[config.mk]
export PLATFORM = sky130hd
export DESIGN_NAME = fetch_sequencer
export DESIGN_NICKNAME = d
export VERILOG_FILES = /design/src/rtl/fetch_seq_pkg.sv /design/src/rtl/fetch_sequencer_program_counter.sv /design/src/rtl/fetch_sequencer.sv
export SDC_FILE = /design/constraint.sdc
export NUM_CORES = 1
export LEC_CHECK = 0
export ABC_CLOCK_PERIOD_IN_PS = 3600
export BUFFER_PORTS_ARGS = -buffer_cell sky130_fd_sc_hd__buf_2
export CORE_MARGIN = 3
export CORE_UTILIZATION = 47
export DETAILED_ROUTE_END_ITERATION = 8
export PLACE_DENSITY_LB_ADDON = 0.3
export SYNTH_ARGS = -nofsm -noshare
export SYNTH_HDL_FRONTEND = slang
export SYNTH_SLANG_ARGS = --single-unit
export TNS_END_PERCENT = 50
[constraint.sdc]
create_clock -name Clock -period 3.6 [get_ports Clock]
set_input_delay 0.36 -clock Clock [delete_from_list [all_inputs] [get_ports Clock]]
set_output_delay 0.36 -clock Clock [all_outputs]
set_load 0.005 [all_outputs]
[src/rtl/fetch_seq_pkg.sv]
// Shared definitions for the fetch sequencer: default widths, halt opcode, reset PC, state encoding.
// FETCH_SEQ_SINGLE_STEP_EN adds the STEP_WAIT state.
package fetch_seq_pkg;

    localparam int DEF_ADDR_W  = 7;
    localparam int DEF_INSTR_W = 16;
    localparam logic [DEF_INSTR_W-1:0] DEF_HALT_OPCODE = 16'hFFFF;
    localparam logic [DEF_ADDR_W-1:0]  RESET_PC        = '0;

    typedef enum logic [2:0] {
        ST_IDLE      = 3'd0,
        ST_FETCH     = 3'd1,
        ST_EXEC      = 3'd2,
`ifdef FETCH_SEQ_SINGLE_STEP_EN
        ST_HALT      = 3'd3,
        ST_STEP_WAIT = 3'd4
`else
        ST_HALT      = 3'd3
`endif
    } state_t;

endpackage

[src/rtl/fetch_sequencer_program_counter.sv]
// Program counter: loads either a branch target or the wrap-around increment when enabled.
module program_counter #(
    parameter int               ADDR_W    = 7,
    parameter logic [ADDR_W-1:0] RESET_VAL = '0
) (
    input  logic              clk,
    input  logic              rst,
    input  logic              load,
    input  logic              branch,
    input  logic [ADDR_W-1:0] target,
    output logic [ADDR_W-1:0] pc
);

    // Increment relies on natural truncation to wrap from the top address to 0.
    always_ff @(posedge clk) begin
        if (rst) begin
            pc <= RESET_VAL;
        end else if (load) begin
            pc <= branch ? target : pc + ADDR_W'(1);
        end
    end

endmodule

[src/rtl/fetch_sequencer.sv]
// Multi-cycle fetch/execute controller: owns PC and IR, fetches over req/ack, pulses commit strobe.
// Optional single-step mode under FETCH_SEQ_SINGLE_STEP_EN (adds iStep and STEP_WAIT).
//
// state     | meaning
// IDLE      | waiting for iEnable, outputs inactive
// FETCH     | oRomReq high at PC until iRomAck, IR captured on ack
// EXEC      | one-cycle commit strobe and PC update, or halt detection
// HALT      | stopped on halt opcode, left only through Reset
// STEP_WAIT | (single-step build) waiting for an iStep rising edge
module fetch_sequencer
    import fetch_seq_pkg::*;
#(
    parameter int                 ADDR_W      = DEF_ADDR_W,
    parameter int                 INSTR_W     = DEF_INSTR_W,
    parameter logic [INSTR_W-1:0] HALT_OPCODE = DEF_HALT_OPCODE
) (
    input  logic               Clock,
    input  logic               Reset,
    input  logic               iEnable,
`ifdef FETCH_SEQ_SINGLE_STEP_EN
    input  logic               iStep,
`endif
    output logic               oRomReq,
    output logic [ADDR_W-1:0]  oRomAddr,
    input  logic               iRomAck,
    input  logic [INSTR_W-1:0] iRomData,
    output logic [INSTR_W-1:0] oInstruction,
    input  logic               iBranchTaken,
    input  logic [ADDR_W-1:0]  iBranchDir,
    output logic               oExecute,
    output logic               oHalted,
    output logic [ADDR_W-1:0]  oPc
);

    state_t             state;
    state_t             state_nxt;
    logic [INSTR_W-1:0] ir;
    logic               ir_load;
    logic               pc_load;
    logic [ADDR_W-1:0]  pc;

    program_counter #(
        .ADDR_W    (ADDR_W),
        .RESET_VAL (ADDR_W'(RESET_PC))
    ) u_pc (
        .clk    (Clock),
        .rst    (Reset),
        .load   (pc_load),
        .branch (iBranchTaken),
        .target (iBranchDir),
        .pc     (pc)
    );

`ifdef FETCH_SEQ_SINGLE_STEP_EN
    logic step_q;
    logic step_rise;

    // A held iStep only counts once; the registered copy blocks repeats.
    always_ff @(posedge Clock) begin
        if (Reset) begin
            step_q <= 1'b0;
        end else begin
            step_q <= iStep;
        end
    end

    assign step_rise = iStep & ~step_q;
`endif

    always_ff @(posedge Clock) begin
        if (Reset) begin
            state <= ST_IDLE;
            ir    <= '0;
        end else begin
            state <= state_nxt;
            if (ir_load) begin
                ir <= iRomData;
            end
        end
    end

    always_comb begin
        state_nxt = state;
        oRomReq   = 1'b0;
        oExecute  = 1'b0;
        oHalted   = 1'b0;
        ir_load   = 1'b0;
        pc_load   = 1'b0;
        case (state)
            ST_IDLE: begin
                if (iEnable) begin
                    state_nxt = ST_FETCH;
                end
            end
            ST_FETCH: begin
                oRomReq = 1'b1;
                if (iRomAck) begin
                    ir_load   = 1'b1;
                    state_nxt = ST_EXEC;
                end
            end
            ST_EXEC: begin
                if (ir == HALT_OPCODE) begin
                    state_nxt = ST_HALT;
                end else begin
                    oExecute = 1'b1;
                    pc_load  = 1'b1;
`ifdef FETCH_SEQ_SINGLE_STEP_EN
                    state_nxt = ST_STEP_WAIT;
`else
                    state_nxt = iEnable ? ST_FETCH : ST_IDLE;
`endif
                end
            end
            ST_HALT: begin
                oHalted = 1'b1;
            end
`ifdef FETCH_SEQ_SINGLE_STEP_EN
            ST_STEP_WAIT: begin
                if (step_rise) begin
                    state_nxt = iEnable ? ST_FETCH : ST_IDLE;
                end
            end
`endif
            default: begin
                state_nxt = ST_IDLE;
            end
        endcase
    end

    assign oRomAddr     = pc;
    assign oPc          = pc;
    assign oInstruction = ir;

endmodule
## Word level (Yosys, flattened, before mapping)

Cells that the tools add are included.

- Bits of input ports: 28
- Logic and storage cells: 25
- Register bits: 26
- Output and inout port bits: 33

- Equality and inequality tests: 6
- Bitwise operators: 1
- Reduce and logical (&&, ||, !) cells: 2
- Multiplexer cells: 12
- Add/sub/neg operators: 1

Operator list:

| operator | count |
|---|---|
| == test 16 bit (second input constant) | 1 |
| one-hot mux 3 bit (4 select lines) | 1 |
| adder 7 x 1 -> 7 bit (second input constant) | 1 |
| 2-to-1 mux 1 bit | 7 |
| 2-to-1 mux 7 bit | 1 |
| == test 3 x 2 -> 1 bit (second input constant) | 2 |
| 2-to-1 mux 3 bit | 2 |
| inequality test 2 bit (second input constant) | 2 |
| == test 3 x 1 -> 1 bit (second input constant) | 1 |
| zero test 3 bit | 1 |
| AND reduction 3 bit | 1 |
| 2-to-1 mux 2 bit | 1 |
| inverter 1 bit | 1 |

## Logic depth before layout (Yosys ltp)

Gate-level depths: netlist of run 1.

- Word-level depth: 3
- Mapped depth: 6
- Gate-level depth less buffers: 5

## Modules after synthesis

From an unflattened synthesis of run 1, not the netlist that was laid out.

- Cells, all modules: 149
- Area total of the unflattened synthesis: 1,174.9 µm²

Modules (own cells, without submodules):

| module | instances | seq. area each (µm²) | area each (µm²) | cells an instance |
|---|---|---|---|---|
| fetch_sequencer | 1 | 360.3 | 745.7 | 95 |
| program_counter | 1 | 140.1 | 429.2 | 54 |

## Worst setup path after synthesis of run 1

No wires, ideal clock.

- Path kind: reg2reg
- Start: reg u_pc.pc[0]
- End: reg u_pc.pc[6]
- Arrival time: 1.641 ns
- Path buffers: 0
- Cell stages (with the launch flop): 6
- Period minus slack after synthesis: 1.727 ns
- Data required time: 3.514 ns
- Slack: 1.873 ns
- Setup time: 0.086 ns
- Path through: dfxtp_1 > ha_1 > nand3_2 > a21bo_1 > or4_1 > a221oi_2

- Word-level cells in the longest chain between the ends: 2

RTL lines:

| element | RTL line | source |
|---|---|---|
| from (decl) | fetch_sequencer_program_counter.sv:11 | `output logic [ADDR_W-1:0] pc` |
| from (signal assigned) | fetch_sequencer_program_counter.sv:19 | `pc <= branch ? target : pc + ADDR_W'(1);` |
| adder 7 x 1 -> 7 bit | fetch_sequencer_program_counter.sv:19 |  |
| 2-to-1 mux 7 bit | fetch_sequencer_program_counter.sv:19 |  |

Every way passes these cells.
A chain may end at the register's enable or synchronous reset.

## Worst setup path after layout of run 1

- Start: reg ir[5] (netlist: oInstruction[5])
- End: out oExecute

- Word-level cells in the longest chain between the ends: 3

RTL lines:

| element | RTL line | source |
|---|---|---|
| from (decl) | fetch_sequencer.sv:37 | `logic [INSTR_W-1:0] ir;` |
| from (signal assigned) | fetch_sequencer.sv:77 | `ir <= iRomData;` |
| == test 16 bit | fetch_sequencer.sv:103 | `if (ir == HALT_OPCODE) begin` |
| 2-to-1 mux 1 bit | fetch_sequencer.sv:103 |  |
| 2-to-1 mux 1 bit | fetch_sequencer.sv:89 | `case (state)` |
| to (decl) | fetch_sequencer.sv:30 | `output logic oExecute,` |

Every way passes these cells.

==> metrics, run 1 <==
global-route wire length before repair=4.657 mm; number of max-cap violations=0; CP Max Fanout=9; TNS Setup=0 ns; Post-synth EDFFs=0; register bit count reported by yosys=25; die width=55.68 µm; Die Height=55.68 µm; Via-to-Cell Ratio=5.295; layout cells sized above 1=0.3518; Mapped Nets=178; status=finished, final reports clean; Post-CTS Setup Inserts=0; fin util=0.6322; non-filler cells in the finished layout=227; cell internal pwr=0.0003545 W; endpoints failing setup=0; DRC viols=0; Layout Skew=0.005578 ns; Final min period=2.212 ns; clk_lat worst skew=0.31 ns; most common cell after layout, fill and taps aside=buf_2; kind of critical path=flop to output pin; CTS tree=done; Post-Place Cells=223; fin crit share=0.6145; drt pass-1 iters=4; Initial DRC Count=37; Min Hold Slack=0.2603 ns; Routed Antenna Nets=0; Async S/R FF share, synth=0; Comb power frac=0.121; core area=2276 µm²; Net Sw Power=0.0001204 W; DR vias=1,202; Die ar.=3100 µm²; Largest stage delay, worst path=0.63 ns; Layout Nets=229; Non-Filler Cell Area, Final=1439 µm²; Hold-fix buffers, CTS=0; P_leak=0.6467 nW; Post-Route WL=2.810 mm; IO buf count=60; Area Growth Syn to Fin=24.06%; Syn Inst Count=149; Worst setup SP type=flop; Main synth FF type=dfxtp_1; Max H-tree Level=1; syn avg cell area=7.784 µm²; Post-Syn Area=1160 µm²; Clock transition at path regs=0.14 ns; Slew Viols, Final=0; initial antenna violation count=0; Ports=61; Fmax=452.0 MHz; Post-DP Area=1409 µm²; RSZ-0062 raised after global routing=false; Worst-Margin Slew=0.5776 ns; Worst setup EP type=output pin; crit path DAT=1.85 ns; clock share of power=0.263; gpl congestion=0.8359; clk root buf=clkbuf_4; commonest cells after routing, fill and taps aside=buf_2 (60), nand2_1 (43), dfxtp_1 (25), a21oi_1 (23), nand4_1 (5); CP required=3.24 ns; fillers=216; HP Class=primary input to flop; Max VDD drop=0.2972 mV; TritonCTS Buffers=3; Seq pwr share=0.616; hpwl dp=2.146 mm; CP Cell Sequence=nand4_1 > o41ai_2 > inv_2 > buf_2; Max Root-Sink Buffers=2; CP max stage cell=o41ai_2; Initial Utilization=0.5096; Routed WL per cell=12.38 µm; Hold Fails Final Rpt=0; Sink Count=25; Net Sw Frac=0.2535; largest net degree at the start of global routing=26; # rows=17; Antenna Cells=0; Resized Gates After CTS=0; slew margin rel.=0.6107; vias in the first global route=1,073; P per Cell Area=330.1 nW/µm²; yosys warns=0; GRT Overall Usage=0.1794; Unique masters post-synth=34; total gr overflow=0; Seq/Total Area, Yosys=0.4315
==> layout make-up <==
| type | instances | area, µm² | area share |
|---|---|---|---|
| flip-flops and latches | 25 | 500.5 | 0.3478 |
| repair buffers | 60 | 300.3 | 0.2087 |
| inverters | 3 | 11.26 | 0.007826 |
| clock buffers | 3 | 22.52 | 0.01565 |
| well taps | 28 | 35.03 | 0.02435 |
| clock inverters | 1 | 7.507 | 0.005217 |
| multi-input cells | 107 | 561.8 | 0.3904 |
==> layer usage <==
metal | wire (µm) | GRT usage | vias up
met5 | 0 | 0 | -
met4 | 18 | 0.05208 | 0
met3 | 196 | 0.03944 | 2
met2 | 1401 | 0.3108 | 41
met1 | 1193 | 0.2211 | 549
li1 | - | - | 610
==> sequential cells by signal (all words and copies together), names as in the netlist <==
register / count
u_pc.pc: 7
state: 2
oInstruction: 16
==> through the flow <==
stage               total power (W)  setup slack [ns]
floorplan                 0.0003295             1.873
global placement          0.0003545             1.785
detailed placement        0.0003565             1.742
CTS                       0.0004833             1.359
global route              0.0005023             1.204
finish                    0.0004749             1.388
==> worst max-delay path: cells and delay by family, from the launching register on <==
family / cells / cell delay, ns
AO/OA/AOI/OAI: 1 / 0.63
flip-flops: 1 / 0.38
buffers and inverters: 2 / 0.37
AND/OR/NAND/NOR: 1 / 0.15
==> power by group through the flow <==
stage / logic, W / registers [W] / clock network, W
finish: 0.0000574 / 0.000293 / 0.000125
global route: 0.0000649 / 0.000295 / 0.000143
CTS: 0.0000579 / 0.000293 / 0.000133
detailed placement: 0.0000576 / 0.000299 / 0
global placement: 0.0000565 / 0.000298 / 0
floorplan: 0.0000312 / 0.000298 / 0
==> cells by family after synthesis <==
group	count (synthesis)	share of synthesized area
multiplexers	1	0.008630
adder cells (fa/ha/maj)	1	0.01079
AO/OA/AOI/OAI	39	0.2093
flip-flops	25	0.4315
AND/OR/NAND/NOR	66	0.2557
buffers and inverters	17	0.08414
==> worst paths after layout <==
path | startpoint | slack, ns | to | cells after the start
hold / removal | iRomData[11] | 0.26 | oInstruction[11]$_SDFFE_PP0P_ | 3
hold reg to reg | oInstruction[13]$_SDFFE_PP0P_ | 0.48 | oInstruction[13]$_SDFFE_PP0P_ | 2
setup reg to reg | u_pc.pc[1]$_SDFFE_PP0P_ | 1.79 | u_pc.pc[6]$_SDFFE_PP0P_ | 5
setup / recovery | oInstruction[5]$_SDFFE_PP0P_ | 1.39 | oExecute | 4
==> cells in the mapped netlist, types with 2 or more instances <==
library cell  number  area [µm²]
nor2_1             4       15.01
a21oi_1           23       115.1
nand4_1            5       31.28
nand2_1           43       161.4
and2_1             2       12.51
nor3_1             2       10.01
dfxtp_1           25       500.5
clkbuf_1           5       18.77
o31ai_1            3       22.52
a31oi_1            2       12.51
buf_4              7       52.55
inv_2              2       7.510
o21ai_0            4       20.02
nand3_1            2       10.01
Note: power is estimated with default switching activity, not from simulation.
==> run 2: changes to the inputs <==
--- a/config.mk
+++ b/config.mk
@@ -5,10 +5,10 @@
 export SDC_FILE = /design/constraint.sdc
 export NUM_CORES = 1
 export LEC_CHECK = 0
-export ABC_CLOCK_PERIOD_IN_PS = 3600
+export ABC_CLOCK_PERIOD_IN_PS = 1800
 export BUFFER_PORTS_ARGS = -buffer_cell sky130_fd_sc_hd__buf_2
 export CORE_MARGIN = 3
-export CORE_UTILIZATION = 47
+export CORE_UTILIZATION = 40
 export DETAILED_ROUTE_END_ITERATION = 8
 export PLACE_DENSITY_LB_ADDON = 0.3
 export SYNTH_ARGS = -nofsm -noshare
==> constraint.sdc (replaced) <==
create_clock -name Clock -period 1.8 [get_ports Clock]
set_input_delay 0.18 -clock Clock [delete_from_list [all_inputs] [get_ports Clock]]
set_output_delay 0.18 -clock Clock [all_outputs]
set_load 0.005 [all_outputs]
==> metrics, run 2 (synthesis gave the netlist of run 1 again) <==
CP required=1.62 ns; clk_lat worst skew=0.32 ns; Layout Skew=0.003557 ns; initial antenna violation count=0; Clock transition at path regs=0.14 ns; gpl congestion=0.8059; Initial Utilization=0.4440; DR vias=1,262; top cell family by delay on the critical path=compound AO/OA/AOI/OAI gates; core area=2613 µm²; Area Growth Syn to Fin=31.28%; Min Hold Slack=0.07263 ns; total gr overflow=0; hpwl dp=2.317 mm; Hold Fails Final Rpt=0; Antenna Cells=0; Max VDD drop=0.4577 mV; TritonCTS Buffers=3; Worst-Margin Slew=0.5363 ns; Post-Route WL=3.142 mm; kind of critical path=flop to output pin; # rows=18; P per Cell Area=636.5 nW/µm²; Sink Count=25; Routed WL per cell=13.26 µm; global-route wire length before repair=4.878 mm; number of max-cap violations=0; Initial DRC Count=47; Die Height=59.85 µm; GRT Overall Usage=0.1756; HP Class=primary input to flop; Slew Viols, Final=0; CTS tree=done; max reg flops=16; commonest cells after routing, fill and taps aside=buf_2 (60), nand2_1 (43), a21oi_1 (23), dfxtp_1 (19), buf_4 (8); Die ar.=3582 µm²; largest net degree at the start of global routing=26; setup ws final=0.09339 ns; CP Max Fanout=3; pre-CTS setup slack=0.09973 ns; status=finished, final reports clean; vias in the first global route=1,164; Hold-fix buffers, CTS=0; Power Total=0.0009693 W; slew margin rel.=0.6425; Max H-tree Level=1; Routed Antenna Nets=0; CP max stage cell=o41ai_4; Worst setup EP type=output pin; Fmax=586.0 MHz; most common cell after layout, fill and taps aside=buf_2; crit path DAT=1.53 ns; IO buf count=60; Max Root-Sink Buffers=2; clk root buf=clkbuf_4; Final min period=1.707 ns; fillers=253; die width=59.85 µm; DRC viols=0; Worst setup SP type=flop; CP bufs+invs=2; Ports=61; layout cells sized above 1=0.4106; P_leak=0.6890 nW; fin crit share=0.9481; CP Cell Sequence=nand4_1 > o41ai_4 > inv_2 > buf_2; drt pass-1 iters=5; Largest stage delay, worst path=0.43 ns; Via-to-Cell Ratio=5.325; Layout Nets=237; endpoints failing setup=0
-- run 2: cell count changes in the layout (fill, tap and decap cells not counted), sizes merged --
cell | before | now
buf | 60 | 68
-- run 2: cell type report --
class	instances	area (µm²)	share of cell area
sequential	25	508.0	0.3336
multi-input combinational	107	575.6	0.3780
tap	30	37.54	0.02465
clock buffer	3	22.52	0.01479
inverter	3	11.26	0.007395
timing repair buffer	68	360.3	0.2366
clock inverter	1	7.507	0.004930
-- run 2: path summary, 6_finish.rpt --
check	slack (ns)	endpoint	from	cells after the start
setup reg to reg	0.10	u_pc.pc[6]$_SDFFE_PP0P_	u_pc.pc[1]$_SDFFE_PP0P_	5
hold reg to reg	0.48	oInstruction[0]$_SDFFE_PP0P_	oInstruction[0]$_SDFFE_PP0P_	2
setup / recovery	0.09	oExecute	oInstruction[5]$_SDFFE_PP0P_	4
hold / removal	0.07	oInstruction[0]$_SDFFE_PP0P_	iRomData[0]	3
-- run 2: metrics by stage --
| step | std cells | setup TNS (ns) | area (µm²) | util |
|---|---|---|---|---|
| after floorplan | 149 | 0 | 1160 | - |
| after global placement | 231 | 0 | 1456 | 0.5575 |
| after detailed placement | 231 | 0 | 1456 | 0.5575 |
| after CTS | 237 | 0 | 1501 | 0.5747 |
| after global routing | 237 | -0.007300 | 1523 | 0.5829 |
| final | 237 | 0 | 1523 | 0.5829 |
-- run 2: metal layers --
metal / routed length [µm] / global-route usage / vias to the layer above
met4: 14 / 0.06962 / 0
met5: 0 / 0 / -
li1: - / - / 626
met2: 1598 / 0.3287 / 46
met1: 1298 / 0.1976 / 588
met3: 230 / 0.02160 / 2
-- run 2: where the power goes --
| group | internal (W) | switching (W) | leakage, nW |
|---|---|---|---|
| Sequential | 0.000570 | 0.0000151 | 0.205 |
| Combinational | 0.0000616 | 0.0000649 | 0.470 |
| Clock | 0.0000849 | 0.000172 | 0.0139 |
-- run 2: what timing repair did --
action	in CTS	in global routing
pin swaps	1	3
endpoints found under the hold margin	0	0
setup endpoints to repair	1	2
setup buffers	2	0
gates resized for setup	0	8
-- run 2: worst reg2reg max path: stages, from the launching register on --
cell and delay [ns]:
dfxtp_2 0.38, ha_2 0.21, nand3_2 0.10, a21bo_1 0.19, or4_1 0.49, a221oi_2 0.26
